File: config.mk
export PLATFORM = sky130hd
export DESIGN_NAME = alu_decode_stage_flat
export DESIGN_NICKNAME = d
export VERILOG_FILES = /design/src/rtl/alu_decode_stage_if.sv /design/src/rtl/alu_decode_stage.sv /design/src/flat_wrapper.sv
export SDC_FILE = /design/constraint.sdc
export NUM_CORES = 1
export LEC_CHECK = 0
export ABC_AREA = 1
export ABC_CLOCK_PERIOD_IN_PS = 1400
export BUFFER_PORTS_ARGS = -buffer_cell sky130_fd_sc_hd__buf_2
export CORE_UTILIZATION = 45
export DETAILED_ROUTE_END_ITERATION = 12
export GPL_ROUTABILITY_DRIVEN = 1
export GPL_TIMING_DRIVEN = 0
export PLACE_DENSITY = 0.89
export SLEW_MARGIN = 30
export SYNTH_ARGS = -nofsm -noshare
export SYNTH_HDL_FRONTEND = slang
export SYNTH_SLANG_ARGS = --single-unit
File: constraint.sdc
create_clock -name clock -period 1.4 [get_ports clock]
set_input_delay 0.28 -clock clock [delete_from_list [all_inputs] [get_ports clock]]
set_output_delay 0.28 -clock clock [all_outputs]
set_load 0.03 [all_outputs]
File: src/rtl/alu_decode_stage_if.sv
`default_nettype none
// ============================================================================
//  Module      : alu_decode_stage_if
//  Description : Bundle of handshake, flag and control-word signals between
//                instruction fetch, the decode stage and the ALU datapath.
//                master : upstream/downstream environment (drives the
//                         instruction stream, flags, switches, out_ready, flush)
//                slave  : the decode stage (drives in_ready and the registered
//                         control word)
//  Revision    : 1.0  initial release
// ============================================================================
interface alu_decode_stage_if #(
    parameter int DATA_WIDTH    = 16,
    parameter int REG_SEL_WIDTH = 4
);
    localparam int FLAG_W = 2 ** REG_SEL_WIDTH;

    // upstream handshake
    logic                     flush;
    logic                     in_valid;
    logic                     in_ready;
    logic [15:0]              instruction;

    // per-register status and board inputs, sampled on accept
    logic [FLAG_W-1:0]        zeroflag;
    logic [FLAG_W-1:0]        signflag;
    logic [FLAG_W-1:0]        overflow;
    logic [FLAG_W-1:0]        errorbit;
    logic [DATA_WIDTH-1:0]    switches;

    // downstream control word
    logic                     out_valid;
    logic                     out_ready;
    logic [3:0]               alu_op;
    logic [REG_SEL_WIDTH-1:0] alu_a_select;
    logic [REG_SEL_WIDTH-1:0] alu_b_select;
    logic [REG_SEL_WIDTH-1:0] alu_out_select;
    logic                     alu_b_source;
    logic [DATA_WIDTH-1:0]    alu_b_altern;
    logic [1:0]               alu_load_src;
    logic [DATA_WIDTH-1:0]    pc_advance;
    logic                     illegal;

    modport master (
        output flush, in_valid, instruction,
        output zeroflag, signflag, overflow, errorbit, switches,
        output out_ready,
        input  in_ready, out_valid, alu_op, alu_a_select, alu_b_select,
        input  alu_out_select, alu_b_source, alu_b_altern, alu_load_src,
        input  pc_advance, illegal
    );

    modport slave (
        input  flush, in_valid, instruction,
        input  zeroflag, signflag, overflow, errorbit, switches,
        input  out_ready,
        output in_ready, out_valid, alu_op, alu_a_select, alu_b_select,
        output alu_out_select, alu_b_source, alu_b_altern, alu_load_src,
        output pc_advance, illegal
    );
endinterface
`default_nettype wire

File: src/rtl/alu_decode_stage.sv
`default_nettype none
// ============================================================================
//  Module      : alu_decode_stage
//  Description : Registered instruction-decode stage. Accepts one 16-bit
//                instruction per valid/ready handshake and presents an ALU
//                control word plus PC advance one cycle later.
//  Ports       : clock  - clock
//                reset  - asynchronous, active-high reset
//                bus    - alu_decode_stage_if.slave (handshake, flags,
//                         switches, flush, registered control word, illegal)
//  Options     : ALU_DECODE_WIDE_IMM_EN - when defined, opcode 0xF starts a
//                two-word wide-literal load; otherwise 0xF is an illegal noop.
//  Revision    : 1.0  initial release
// ============================================================================
module alu_decode_stage #(
    parameter int DATA_WIDTH    = 16,
    parameter int REG_SEL_WIDTH = 4
) (
    input  wire logic          clock,
    input  wire logic          reset,
    alu_decode_stage_if.slave  bus
);

    localparam logic [1:0] LOAD_NONE = 2'b00;
    localparam logic [1:0] LOAD_ALU  = 2'b01;
    localparam logic [1:0] LOAD_SW   = 2'b10;

    localparam logic [3:0] OP_NULL   = 4'h0;
    localparam logic [3:0] OP_INC    = 4'hC;
    localparam logic [3:0] OP_UNARY  = 4'hD;
    localparam logic [3:0] OP_JUMP   = 4'hE;
    localparam logic [3:0] OP_WIDE   = 4'hF;

    localparam logic [3:0] ALU_PASS_B = 4'h0;
    localparam logic [3:0] ALU_ADD    = 4'h1;

    localparam logic [DATA_WIDTH-1:0] PC_ONE = DATA_WIDTH'(1);
    localparam logic [DATA_WIDTH-1:0] PC_TWO = DATA_WIDTH'(2);

    typedef struct packed {
        logic [3:0]               op;
        logic [REG_SEL_WIDTH-1:0] a;
        logic [REG_SEL_WIDTH-1:0] b;
        logic [REG_SEL_WIDTH-1:0] o;
        logic                     bsrc;
        logic [DATA_WIDTH-1:0]    balt;
        logic [1:0]               load;
        logic [DATA_WIDTH-1:0]    pc;
    } ctrl_t;

    // ------------------------------------------------------------------
    // Field extraction (register selects keep only the low bits)
    // ------------------------------------------------------------------
    logic [3:0]               w_opcode;
    logic [REG_SEL_WIDTH-1:0] w_fld_a;
    logic [REG_SEL_WIDTH-1:0] w_fld_b;
    logic [REG_SEL_WIDTH-1:0] w_fld_o;
    logic [DATA_WIDTH-1:0]    w_inc_imm;
    logic [DATA_WIDTH-1:0]    w_jmp_off;

    assign w_opcode  = bus.instruction[15:12];
    assign w_fld_a   = bus.instruction[8 +: REG_SEL_WIDTH];
    assign w_fld_b   = bus.instruction[4 +: REG_SEL_WIDTH];
    assign w_fld_o   = bus.instruction[0 +: REG_SEL_WIDTH];
    assign w_inc_imm = DATA_WIDTH'($signed(bus.instruction[11:4]));
    assign w_jmp_off = DATA_WIDTH'($signed(bus.instruction[4:0]));

    // ------------------------------------------------------------------
    // Handshake
    // ------------------------------------------------------------------
    logic  out_valid_q, out_valid_d;
    logic  illegal_q,   illegal_d;
    ctrl_t ctrl_q,      ctrl_d;

    logic  w_in_ready;
    logic  w_accept;
    logic  w_emit;
    logic  w_lit_start;
    ctrl_t w_word;

    assign w_in_ready = !bus.flush && (!out_valid_q || bus.out_ready);
    assign w_accept   = bus.in_valid && w_in_ready;
    // A wide-literal header is swallowed: it changes state but emits nothing.
    assign w_emit     = w_accept && !w_lit_start;

    // ------------------------------------------------------------------
    // Jump condition, evaluated on the flags present in the accept cycle
    // ------------------------------------------------------------------
    logic w_taken;

    always_comb begin : p_cond
        w_taken = 1'b0;
        case (bus.instruction[7:5])
            3'd0:    w_taken = 1'b1;
            3'd1:    w_taken = bus.zeroflag[w_fld_a];
            3'd2:    w_taken = !bus.zeroflag[w_fld_a];
            3'd3:    w_taken = bus.signflag[w_fld_a];
            3'd4:    w_taken = !bus.signflag[w_fld_a];
            3'd5:    w_taken = bus.overflow[w_fld_a];
            3'd6:    w_taken = bus.errorbit[w_fld_a];
            default: w_taken = 1'b0;
        endcase
    end

    // ------------------------------------------------------------------
    // Single-word decode
    // ------------------------------------------------------------------
    ctrl_t w_dec;
    logic  w_dec_illegal;

    always_comb begin : p_decode
        w_dec         = '0;
        w_dec.pc      = PC_ONE;
        w_dec_illegal = 1'b0;
        case (w_opcode)
            OP_NULL: begin
                // Only sub-code 1 is a switch load; the sampled switch value
                // travels on the alternate-B bus for the datapath to store.
                if (bus.instruction[11:8] == 4'h1) begin
                    w_dec.o    = w_fld_o;
                    w_dec.balt = bus.switches;
                    w_dec.load = LOAD_SW;
                end
            end
            OP_INC: begin
                w_dec.op   = ALU_ADD;
                w_dec.a    = w_fld_o;
                w_dec.o    = w_fld_o;
                w_dec.bsrc = 1'b1;
                w_dec.balt = w_inc_imm;
                w_dec.load = LOAD_ALU;
            end
            OP_UNARY: begin
                w_dec.load = LOAD_NONE;
            end
            OP_JUMP: begin
                w_dec.pc = w_taken ? w_jmp_off : PC_ONE;
            end
            OP_WIDE: begin
`ifndef ALU_DECODE_WIDE_IMM_EN
                w_dec_illegal = 1'b1;
`endif
            end
            default: begin
                w_dec.op   = w_opcode;
                w_dec.a    = w_fld_a;
                w_dec.b    = w_fld_b;
                w_dec.o    = w_fld_o;
                w_dec.load = LOAD_ALU;
            end
        endcase
    end

`ifdef ALU_DECODE_WIDE_IMM_EN
    // ------------------------------------------------------------------
    // Wide-literal sequencer: IDLE -> LITERAL on a 0xF header, back to IDLE
    // on the following data word (or on flush/reset).
    // ------------------------------------------------------------------
    localparam logic [0:0] ST_IDLE    = 1'b0;
    localparam logic [0:0] ST_LITERAL = 1'b1;

    logic [0:0]               state_q,   state_d;
    logic [REG_SEL_WIDTH-1:0] lit_dst_q, lit_dst_d;
    logic                     w_in_literal;

    always_ff @(posedge clock or posedge reset) begin : p_state_reg
        if (reset) begin
            state_q   <= ST_IDLE;
            lit_dst_q <= '0;
        end else begin
            state_q   <= state_d;
            lit_dst_q <= lit_dst_d;
        end
    end

    always_comb begin : p_next_state
        state_d   = state_q;
        lit_dst_d = lit_dst_q;
        if (bus.flush) begin
            state_d = ST_IDLE;
        end else if (w_accept) begin
            if (state_q == ST_LITERAL) begin
                state_d = ST_IDLE;
            end else if (w_opcode == OP_WIDE) begin
                state_d   = ST_LITERAL;
                lit_dst_d = w_fld_o;
            end
        end
    end

    always_comb begin : p_fsm_out
        w_in_literal = (state_q == ST_LITERAL);
        w_lit_start  = !w_in_literal && (w_opcode == OP_WIDE);
        if (w_in_literal) begin
            // Whole instruction word is raw literal data.
            w_word      = '0;
            w_word.op   = ALU_PASS_B;
            w_word.o    = lit_dst_q;
            w_word.bsrc = 1'b1;
            w_word.balt = DATA_WIDTH'($signed(bus.instruction));
            w_word.load = LOAD_ALU;
            w_word.pc   = PC_TWO;
        end else begin
            w_word = w_dec;
        end
    end
`else
    assign w_lit_start = 1'b0;
    assign w_word      = w_dec;
`endif

    // ------------------------------------------------------------------
    // Output pipeline register
    // ------------------------------------------------------------------
    always_comb begin : p_out_next
        ctrl_d      = w_emit ? w_word : ctrl_q;
        // Flush wins; otherwise a new word keeps valid high, and a consumed
        // word with nothing behind it drops valid.
        out_valid_d = bus.flush ? 1'b0
                                : (w_emit || (out_valid_q && !bus.out_ready));
        illegal_d   = illegal_q || (w_accept && w_dec_illegal);
    end

    always_ff @(posedge clock or posedge reset) begin : p_out_reg
        if (reset) begin
            ctrl_q      <= '0;
            out_valid_q <= 1'b0;
            illegal_q   <= 1'b0;
        end else begin
            ctrl_q      <= ctrl_d;
            out_valid_q <= out_valid_d;
            illegal_q   <= illegal_d;
        end
    end

    assign bus.in_ready       = w_in_ready;
    assign bus.out_valid      = out_valid_q;
    assign bus.alu_op         = ctrl_q.op;
    assign bus.alu_a_select   = ctrl_q.a;
    assign bus.alu_b_select   = ctrl_q.b;
    assign bus.alu_out_select = ctrl_q.o;
    assign bus.alu_b_source   = ctrl_q.bsrc;
    assign bus.alu_b_altern   = ctrl_q.balt;
    assign bus.alu_load_src   = ctrl_q.load;
    assign bus.pc_advance     = ctrl_q.pc;
    assign bus.illegal        = illegal_q;

endmodule
`default_nettype wire

File: src/flat_wrapper.sv
// flat-port wrapper written by rule: the top's interface ports become plain ports
module alu_decode_stage_flat 
#(
    parameter int DATA_WIDTH    = 16,
    parameter int REG_SEL_WIDTH = 4
)
  (clock, reset, bus_flush, bus_in_valid, bus_instruction, bus_zeroflag, bus_signflag, bus_overflow, bus_errorbit, bus_switches, bus_out_ready, bus_in_ready, bus_out_valid, bus_alu_op, bus_alu_a_select, bus_alu_b_select, bus_alu_out_select, bus_alu_b_source, bus_alu_b_altern, bus_alu_load_src, bus_pc_advance, bus_illegal);
  alu_decode_stage_if #(.DATA_WIDTH(DATA_WIDTH), .REG_SEL_WIDTH(REG_SEL_WIDTH)) bus_i ();
  input  wire logic clock;
  input  wire logic reset;
  input wire logic [$bits(bus_i.flush)-1:0] bus_flush;
  input wire logic [$bits(bus_i.in_valid)-1:0] bus_in_valid;
  input wire logic [$bits(bus_i.instruction)-1:0] bus_instruction;
  input wire logic [$bits(bus_i.zeroflag)-1:0] bus_zeroflag;
  input wire logic [$bits(bus_i.signflag)-1:0] bus_signflag;
  input wire logic [$bits(bus_i.overflow)-1:0] bus_overflow;
  input wire logic [$bits(bus_i.errorbit)-1:0] bus_errorbit;
  input wire logic [$bits(bus_i.switches)-1:0] bus_switches;
  input wire logic [$bits(bus_i.out_ready)-1:0] bus_out_ready;
  output wire logic [$bits(bus_i.in_ready)-1:0] bus_in_ready;
  output wire logic [$bits(bus_i.out_valid)-1:0] bus_out_valid;
  output wire logic [$bits(bus_i.alu_op)-1:0] bus_alu_op;
  output wire logic [$bits(bus_i.alu_a_select)-1:0] bus_alu_a_select;
  output wire logic [$bits(bus_i.alu_b_select)-1:0] bus_alu_b_select;
  output wire logic [$bits(bus_i.alu_out_select)-1:0] bus_alu_out_select;
  output wire logic [$bits(bus_i.alu_b_source)-1:0] bus_alu_b_source;
  output wire logic [$bits(bus_i.alu_b_altern)-1:0] bus_alu_b_altern;
  output wire logic [$bits(bus_i.alu_load_src)-1:0] bus_alu_load_src;
  output wire logic [$bits(bus_i.pc_advance)-1:0] bus_pc_advance;
  output wire logic [$bits(bus_i.illegal)-1:0] bus_illegal;
  assign bus_i.flush = bus_flush;
  assign bus_i.in_valid = bus_in_valid;
  assign bus_i.instruction = bus_instruction;
  assign bus_i.zeroflag = bus_zeroflag;
  assign bus_i.signflag = bus_signflag;
  assign bus_i.overflow = bus_overflow;
  assign bus_i.errorbit = bus_errorbit;
  assign bus_i.switches = bus_switches;
  assign bus_i.out_ready = bus_out_ready;
  assign bus_in_ready = bus_i.in_ready;
  assign bus_out_valid = bus_i.out_valid;
  assign bus_alu_op = bus_i.alu_op;
  assign bus_alu_a_select = bus_i.alu_a_select;
  assign bus_alu_b_select = bus_i.alu_b_select;
  assign bus_alu_out_select = bus_i.alu_out_select;
  assign bus_alu_b_source = bus_i.alu_b_source;
  assign bus_alu_b_altern = bus_i.alu_b_altern;
  assign bus_alu_load_src = bus_i.alu_load_src;
  assign bus_pc_advance = bus_i.pc_advance;
  assign bus_illegal = bus_i.illegal;
  alu_decode_stage #(.DATA_WIDTH(DATA_WIDTH), .REG_SEL_WIDTH(REG_SEL_WIDTH)) u_core (.clock(clock), .reset(reset), .bus(bus_i));
endmodule
# ---- Word-level counts from Yosys, hierarchy flattened
# Index checks and enable logic that the tools add are counted.
dict set report totals {
  inputBits 101
  regBits 53
  output_inout_bits 54
  wordCells 60
}
dict set report classes {
  eq_ne 11
  magnitude_cmp 1
  muxes 21
  reduce_logical 17
}
# operator n
set ops {}
lappend ops {{16-bit two-way mux} 2}
lappend ops {{16-bit one-hot mux with 2 select lines} 1}
lappend ops {{18-bit two-way mux} 1}
lappend ops {{1-bit binary-select mux with 4-bit select} 4}
lappend ops {{4-bit equality test (second input constant)} 4}
lappend ops {{8-bit one-hot mux with 2 select lines} 1}
lappend ops {{3-bit equality test (second input constant)} 3}
lappend ops {{4-bit two-way mux} 2}
lappend ops {{4-bit one-hot mux with 2 select lines} 1}
lappend ops {{1-bit two-way mux} 7}
lappend ops {{1-bit one-hot mux with 7 select lines} 1}
lappend ops {{3-bit by 2-bit equality test with 1-bit output (second input constant)} 2}
lappend ops {{1-bit zero test} 5}
lappend ops {{4-bit by 5-bit less-than comparator with 1-bit output (second input constant)} 1}
lappend ops {{5-bit OR reduction} 1}
lappend ops {{4-bit by 1-bit equality test with 1-bit output (second input constant)} 1}
lappend ops {{1-bit logical AND} 4}
lappend ops {{4-bit zero test} 1}
lappend ops {{2-bit one-hot mux with 2 select lines} 1}
lappend ops {{4-bit OR reduction} 1}
lappend ops {{3-bit by 1-bit equality test with 1-bit output (second input constant)} 1}
lappend ops {{3-bit zero test} 1}
lappend ops {{1-bit logical OR} 3}
lappend ops {{3-bit OR reduction} 1}

# ---- Logic depth before layout (Yosys ltp)
# Gate-level depths: netlist (run 1).
dict set report depth {
  ltp_word 6
  depth_mapped 15
  ltp_nobuf 13
}

# ---- Worst setup path before layout (run 1)
# No wires, ideal clock.
dict set report synth_timing {
  path_type {register -> register}
  start {reg u_core.out_valid_q (netlist: u_core.bus.out_valid)}
  end {reg u_core.ctrl_q, in the netlist u_core.bus.alu_a_select[2]}
  slack_ns -0.566
  required_ns 1.262
  setup_ns 0.138
  n_path_buf 2
  t_arrival_ns 1.827
  synth_period_minus_slack_ns 1.966
  path_stages_with_launch 7
  path_cell_list {dfrtp_1 -> a21oi_1 -> nand2_1 -> buf_2 -> buf_1 -> nand2_1 -> o221ai_1}
}
dict set report synth_via {
  elab_chain_len 4
}
# element line_no
set synth_rtl {}
lappend synth_rtl {{start: declaration} alu_decode_stage.sv:71} ;# logic out_valid_q, out_valid_d;
lappend synth_rtl {{start signal: assignment} alu_decode_stage.sv:231} ;# out_valid_q <= out_valid_d;
lappend synth_rtl {{1-bit zero test} alu_decode_stage.sv:81} ;# assign w_in_ready = !bus.flush && (!out_valid_q || bus.out_ready);
lappend synth_rtl {{1-bit logical OR} alu_decode_stage.sv:81}
lappend synth_rtl {{1-bit logical AND} alu_decode_stage.sv:81}
lappend synth_rtl {{via bus_in_ready} flat_wrapper.sv:20} ;# output wire logic [$bits(bus_i.in_ready)-1:0] bus_in_ready;
lappend synth_rtl {{1-bit logical AND} alu_decode_stage.sv:82} ;# assign w_accept = bus.in_valid && w_in_ready;
lappend synth_rtl {{end signal: assignment} alu_decode_stage.sv:230} ;# ctrl_q <= ctrl_d;
lappend synth_rtl {{end: declaration} alu_decode_stage.sv:73} ;# ctrl_t ctrl_q, ctrl_d;
# The timed path passes the listed nets, and every way through them passes these cells.
# A chain may end at the register's enable or synchronous reset.

==> impl_results.md, run 1 <==
- Yosys warns: 0
- Syn Inst Count: 402
- Vias in the first global route: 3084
- Layout Utilization: 66.9%
- Fmax: 0.720 GHz
- Initial DRC Count: 227
- CP dominant cell by count: buf_4
- Period utilisation layout: 99.3%
- Asr flop ratio synth: 100%
- Row count: 28
- Port bufs: 152
- DRT antenna net count: 0
- Worst IR Drop VDD: 0.000659 V
- Final Hold Viols: 0
- Critical path fanouts, max: 13
- Mean Syn Cell Area: 7.03 µm²
- Min Tclk post-route: 1.39 ns
- Seq/Total Area, Yosys: 37.2%
- Nets: 669
- Clock slew at reported path FFs: 0.09 ns
- Critical Path Start: u_core.bus.pc_advance[14]$_DFFE_PP0P_
- Share of post-route cells with drive strength above 1: 39.2%
- Core footprint: 0.00599 mm²
- Clock root cell: clkbuf_8
- Synthesized flop and latch total: 42
- Starting density of the core: 47.2%
- List of most frequent post-synthesis cells: nand2_1 (135), inv_1 (51), nand3_1 (44), dfrtp_1 (42), o21ai_0 (21)
- Worst Hold Depth: 2
- Area of the die: 0.00660 mm²
- Layout Cell Area excl Fill: 0.00401 mm²
- Die Wd: 81.2 µm
- Placed Area: 0.00375 mm²
- HP Start: bus_flush
- CTS tree: built
- Worst clock skew: 0.0173 ns
- Syn_nets: 503
- Final wirelength: 8800 µm
- Worst setup EP type: output pin
- Largest net degree at the start of global routing: 27
- Dominant synthesized flop cell: dfrtp_1
- Worst reg2reg setup slack: 0.10 ns
- Setup Viol. Count Final: 0
- Min-Delay Endpoint: u_core.bus.out_valid$_DFF_PP0_
- CTS Buf Count: 5
- Reg2reg end: u_core.bus.alu_b_altern[15]$_DFFE_PP0P_
- Drc violations: 0
- Drt first pass iters: 5
- Antenna violations before repair: 0
- CP Data Required Time: 1.12 ns
- Slew headroom: 66.3%
- Vias: 3330
- Avg WL per Cell: 13.7 µm
- Gr usage total: 27.4%
- Synth top area share: 37.2%
- Ant. Diodes: 0
- CP Launch Type: register
- WP buf/inv: 2
- Top-count cell post-synth: nand2_1
- GR Overflow Total: 0
- Status: finished clean
- RSZ-0062 raised after global routing: yes
- Max-cap violation count: 0
- Distinct cells, synth: 34
- Critical-path cell list: buf_4 > buf_4
- Worst EP arrival: 1.11 ns
- IO Count: 155
- Die H: 81.2 µm
- Top cells by area, synth: dfrtp_1 (37%), nand2_1 (18%), nand3_1 (7.8%)
- Mapped Area: 0.00283 mm²
- Final Max Slew Viols: 0
- CP peak stage delay: 0.49 ns
- R2R cell count: 6
- Half-perimeter wire length after placement: 6770 µm
- Crit path max-delay cell type: dfrtp_2
- CTS Buffer Depth: 2
- Pin slew with the least headroom to its limit: 0.505 ns
- LEAKAGE: 2.33 nW
- H-tree levels: 2
- CP top delay family: flip-flops
- FF-to-FF Start: u_core.bus.out_valid$_DFF_PP0_
- Leading area contributor after synthesis: dfrtp_1
- Clk_lat worst skew: 0.30 ns
- DR vias/cell: 5.17
- Final Wtd Congestion: 0.866
- First-pass GRT wire length: 13800 µm
- Power per standard cell area: 850 mW/mm²
- Critical path type: register to output pin
- Area growth, synth to finish: 41.9%
- Setup_tns: 0 ns
- Min-delay worst type: primary input to register
- CTS Sinks: 42
- Pwr Total: 3.41 mW
- Post-synth EDFFs: 0
flip-flops by register name, indices dropped and copies added (netlist names):
signal	flops
u_core.bus.pc_advance	5
u_core.bus.alu_b_select	4
u_core.bus.alu_out_select	4
u_core.bus.alu_load_src	2
u_core.bus.alu_a_select	4
u_core.bus.out_valid	1
u_core.bus.illegal	1
u_core.bus.alu_b_source	1
u_core.bus.alu_op	4
u_core.bus.alu_b_altern	16
worst max-delay path by stage:
stage                                               endpoint  depth (start not counted)
global route                              bus_pc_advance[13]                          2
global placement              u_core.bus.out_valid$_DFF_PP0_                          2
floorplan                   u_core.bus.alu_op[3]$_DFFE_PP0P_                          6
detailed placement  u_core.bus.alu_out_select[3]$_DFFE_PP0P_                          8
finish                                    bus_pc_advance[13]                          2
CTS                                        bus_pc_advance[7]                          2
layout by cell type, fill, tap and decap left out, drive strengths merged:
master	count
a21boi	9
a21oi	5
a22oi	7
a41o	1
buf	183
bufinv	1
clkbuf	13
clkinv	1
dfrtp	42
dlygate4sd3	1
inv	53
nand2	136
nand3	44
nor2	21
nor3	7
nor4	1
o211ai	3
o21ai	32
o21bai	1
o221ai	3
o31ai	4
or2	1
area by class of cell:
cell class	count	area [µm²]
buffer	31	289
clock buffer	7	86.3
clock inverter	1	30.0
fill	511	1980
inverter	54	210
multi-input combinational	275	1370
sequential	42	1050
tap	75	93.8
timing repair buffer	159	876
what timing repair did:
action | CTS | global route
buffers inserted | 0 | 3
setup endpoints to repair | 12 | 32
pin swaps | 0 | 2
hold buffers | 1 | 0
resized for setup | 2 | 26
endpoints found under the hold margin | 16 | 0
cloned | 0 | 2
worst reg2reg max path: cells and delay by family (launching register included):
kind	cells	cell delay, ns
AO/OA/AOI/OAI	2	0.23
buffers and inverters	2	0.32
flip-flops	1	0.44
AND/OR/NAND/NOR	2	0.17
where the power goes:
| part | leakage, nW | total (mW) | internal (mW) | switching [mW] |
|---|---|---|---|---|
| Combinational | 1.72 | 1.05 | 0.392 | 0.654 |
| Sequential | 0.551 | 1.37 | 1.31 | 0.0587 |
| Clock | 0.0585 | 0.993 | 0.582 | 0.412 |
cells by family after synthesis:
group           after synthesis  synth area share [%]
compound gates               65                  16.0
simple gates                210                  31.3
buf+inv                      85                  15.5
flops                        42                  37.2
stage by stage:
stage / std cells / hold slack, ns / setup WS [ns]
3_5_place_dp: 630 / 0.277 / -0.266
2_1_floorplan: 402 / 0.343 / -0.0236
6_report: 644 / 0.166 / 0.0103
4_1_cts: 639 / 0.165 / 0.000999
3_3_place_gp: 629 / 0.450 / -0.449
5_1_grt: 644 / 0.155 / -0.0407
routing by layer:
metal,vias to the layer above,global-route usage (%),routed length [µm]
li1,1602,-,-
met1,1554,34.2,3480
met2,148,47.9,4570
met3,26,3.82,530
met4,0,9.64,216
met5,-,0,0
No activity file was read; power rests on OpenSTA's default activity.
==> inputs of run 2 (changes only) <==
--- a/config.mk
+++ b/config.mk
@@ -9,6 +9,7 @@
 export ABC_CLOCK_PERIOD_IN_PS = 1400
 export BUFFER_PORTS_ARGS = -buffer_cell sky130_fd_sc_hd__buf_2
 export CORE_UTILIZATION = 45
+export CTS_BUF_LIST = sky130_fd_sc_hd__clkbuf_8 sky130_fd_sc_hd__clkbuf_16
 export DETAILED_ROUTE_END_ITERATION = 12
 export GPL_ROUTABILITY_DRIVEN = 1
 export GPL_TIMING_DRIVEN = 0
==> run 2 against run 1 <==
  * Combinational power about the same
  * Critical path depth unchanged
  * Clock power decreased by 0.8%
  * Sequential share of layout area unchanged
  * Power decreased by 0.22%
  * Count of clock-buffer cells in the layout decreased by 1
  * Non-clock buffer count unchanged
  * First-iteration DRC count increased by 12%
  * Via count decreased by 0.51%
  * Die area unchanged
  * Global-route usage about the same
==> impl_results.md, run 2 (synthesized netlist as in run 1, its figures left out) <==
- Drc violations: 0
- GR Overflow Total: 0
- CTS tree: built
- Most frequent cells in the layout: buf_2 (142), nand2_1 (132), inv_1 (50)
- Row count: 28
- Worst EP arrival: 1.11 ns
- Die H: 81.2 µm
- Avg WL per Cell: 13.7 µm
- IO Count: 155
- Fill cells: 511
- Area growth, synth to finish: 41.9%
- Worst IR Drop VDD: 0.000663 V
- Layout Utilization: 66.9%
- Fmax: 0.721 GHz
- Ant. Diodes: 0
- Starting density of the core: 47.2%
- Pin slew with the least headroom to its limit: 0.500 ns
- Final Wtd Congestion: 0.866
- Min Tclk post-route: 1.39 ns
- Largest register FFs: 16
- Die Wd: 81.2 µm
- Period utilisation layout: 99.1%
- Nets: 669
- First-pass GRT wire length: 13800 µm
- Worst clock skew: 0.0151 ns
- Largest net degree at the start of global routing: 27
- Pwr Total: 3.40 mW
- LEAKAGE: 2.33 nW
- Worst Hold Depth: 2
- Critical path type: register to output pin
- Worst reg2reg setup slack: 0.10 ns
- H-tree levels: 2
- RSZ-0062 raised after global routing: yes
- Vias: 3313
- Area of the die: 0.00660 mm²
- Reg2reg end: u_core.bus.alu_b_altern[15]$_DFFE_PP0P_
- Clock root cell: clkbuf_8
- Initial DRC Count: 254
- Min-Delay Endpoint: u_core.bus.out_valid$_DFF_PP0_
- Clock slew at reported path FFs: 0.09 ns
- FF-to-FF Start: u_core.bus.out_valid$_DFF_PP0_
- Min-delay worst type: primary input to register
- Half-perimeter wire length after placement: 6770 µm
- CTS Sinks: 42
- R2R cell count: 6
- CTS Buf Count: 5
- Final Max Slew Viols: 0
- CP Launch Type: register
- Setup Viol. Count Final: 0
- Drt first pass iters: 5
- Status: finished clean
- Port bufs: 152
- DRT antenna net count: 0
- Worst hold slack: 0.168 ns
- Max-cap violation count: 0
- Core footprint: 0.00599 mm²
- Share of post-route cells with drive strength above 1: 39.2%
- Final Hold Viols: 0
- Clk_lat worst skew: 0.30 ns
- CTS Buffer Depth: 2
- Power per standard cell area: 849 mW/mm²
- CP Data Required Time: 1.12 ns
- HP Start: bus_flush
- Worst setup EP type: output pin
- DR vias/cell: 5.14
- Final wirelength: 8800 µm
- Vias in the first global route: 3089
- Gr usage total: 27.3%
- Slew headroom: 66.7%
- Antenna violations before repair: 0
- Commonest non-fill, non-tap cell in the layout: buf_2
- Critical path fanouts, max: 13
- Setup_tns: 0 ns
==> run 2: changes by cell type in the layout (fill, tap and decap cells not counted) <==
cell and delta:
clkbuf_1 -1, inv_1 +1
==> run 2: what timing repair did <==
action | in CTS | in global routing
setup endpoints to repair | 12 | 32
hold buffers | 1 | 0
pin swaps | 0 | 2
resized for setup | 2 | 26
setup buffers | 0 | 3
gates cloned | 0 | 2
endpoints found under the hold margin | 16 | 0
==> run 2: critical path: stages, from the launching register on <==
cell and delay [ns]:
dfrtp_2 0.49, buf_4 0.16, buf_4 0.16
==> run 2: metal layers <==
metal / vias up / routed length, µm / track usage [%]
met4: 0 / 192 / 9.64
met1: 1548 / 3500 / 34.1
li1: 1604 / - / -
met2: 141 / 4580 / 48.0
met3: 20 / 520 / 3.82
met5: - / 0 / 0
==> run 2: report_power, final <==
part	leakage [nW]	total (mW)	internal [mW]	switching (mW)
clock	0.0626	0.985	0.574	0.411
combinational	1.72	1.05	0.392	0.654
sequential	0.551	1.37	1.31	0.0591
==> run 2: how the worst max path moves through the flow <==
stage / start / endpoint / depth (start not counted)
4_1_cts: u_core.bus.pc_advance[14]$_DFFE_PP0P_ / bus_pc_advance[7] / 2
5_1_grt: u_core.bus.pc_advance[14]$_DFFE_PP0P_ / bus_pc_advance[13] / 2
6_report: u_core.bus.pc_advance[14]$_DFFE_PP0P_ / bus_pc_advance[13] / 2
3_5_place_dp: bus_instruction[12] / u_core.bus.alu_out_select[3]$_DFFE_PP0P_ / 8
2_1_floorplan: u_core.bus.out_valid$_DFF_PP0_ / u_core.bus.alu_op[3]$_DFFE_PP0P_ / 6
3_3_place_gp: reset / u_core.bus.out_valid$_DFF_PP0_ / 2
==> run 2: per-stage QoR <==
step	cells	setup slack [ns]	instance area (µm²)
2_1_floorplan	402	-0.0236	2880
3_3_place_gp	629	-0.449	3730
3_5_place_dp	630	-0.266	3750
4_1_cts	639	0.000433	3880
5_1_grt	644	-0.0382	4010
6_report	644	0.0124	4010
==> run 2: final cells by class <==
class | count | area (µm²) | area share, %
Clock buffer | 6 | 82.6 | 2.06
Timing Repair Buffer | 159 | 876 | 21.8
Tap cell | 75 | 93.8 | 2.34
Multi-Input combinational cell | 275 | 1370 | 34.2
Buffer | 31 | 289 | 7.21
Clock inverter | 2 | 33.8 | 0.843
Inverter | 54 | 210 | 5.24
Sequential cell | 42 | 1050 | 26.3
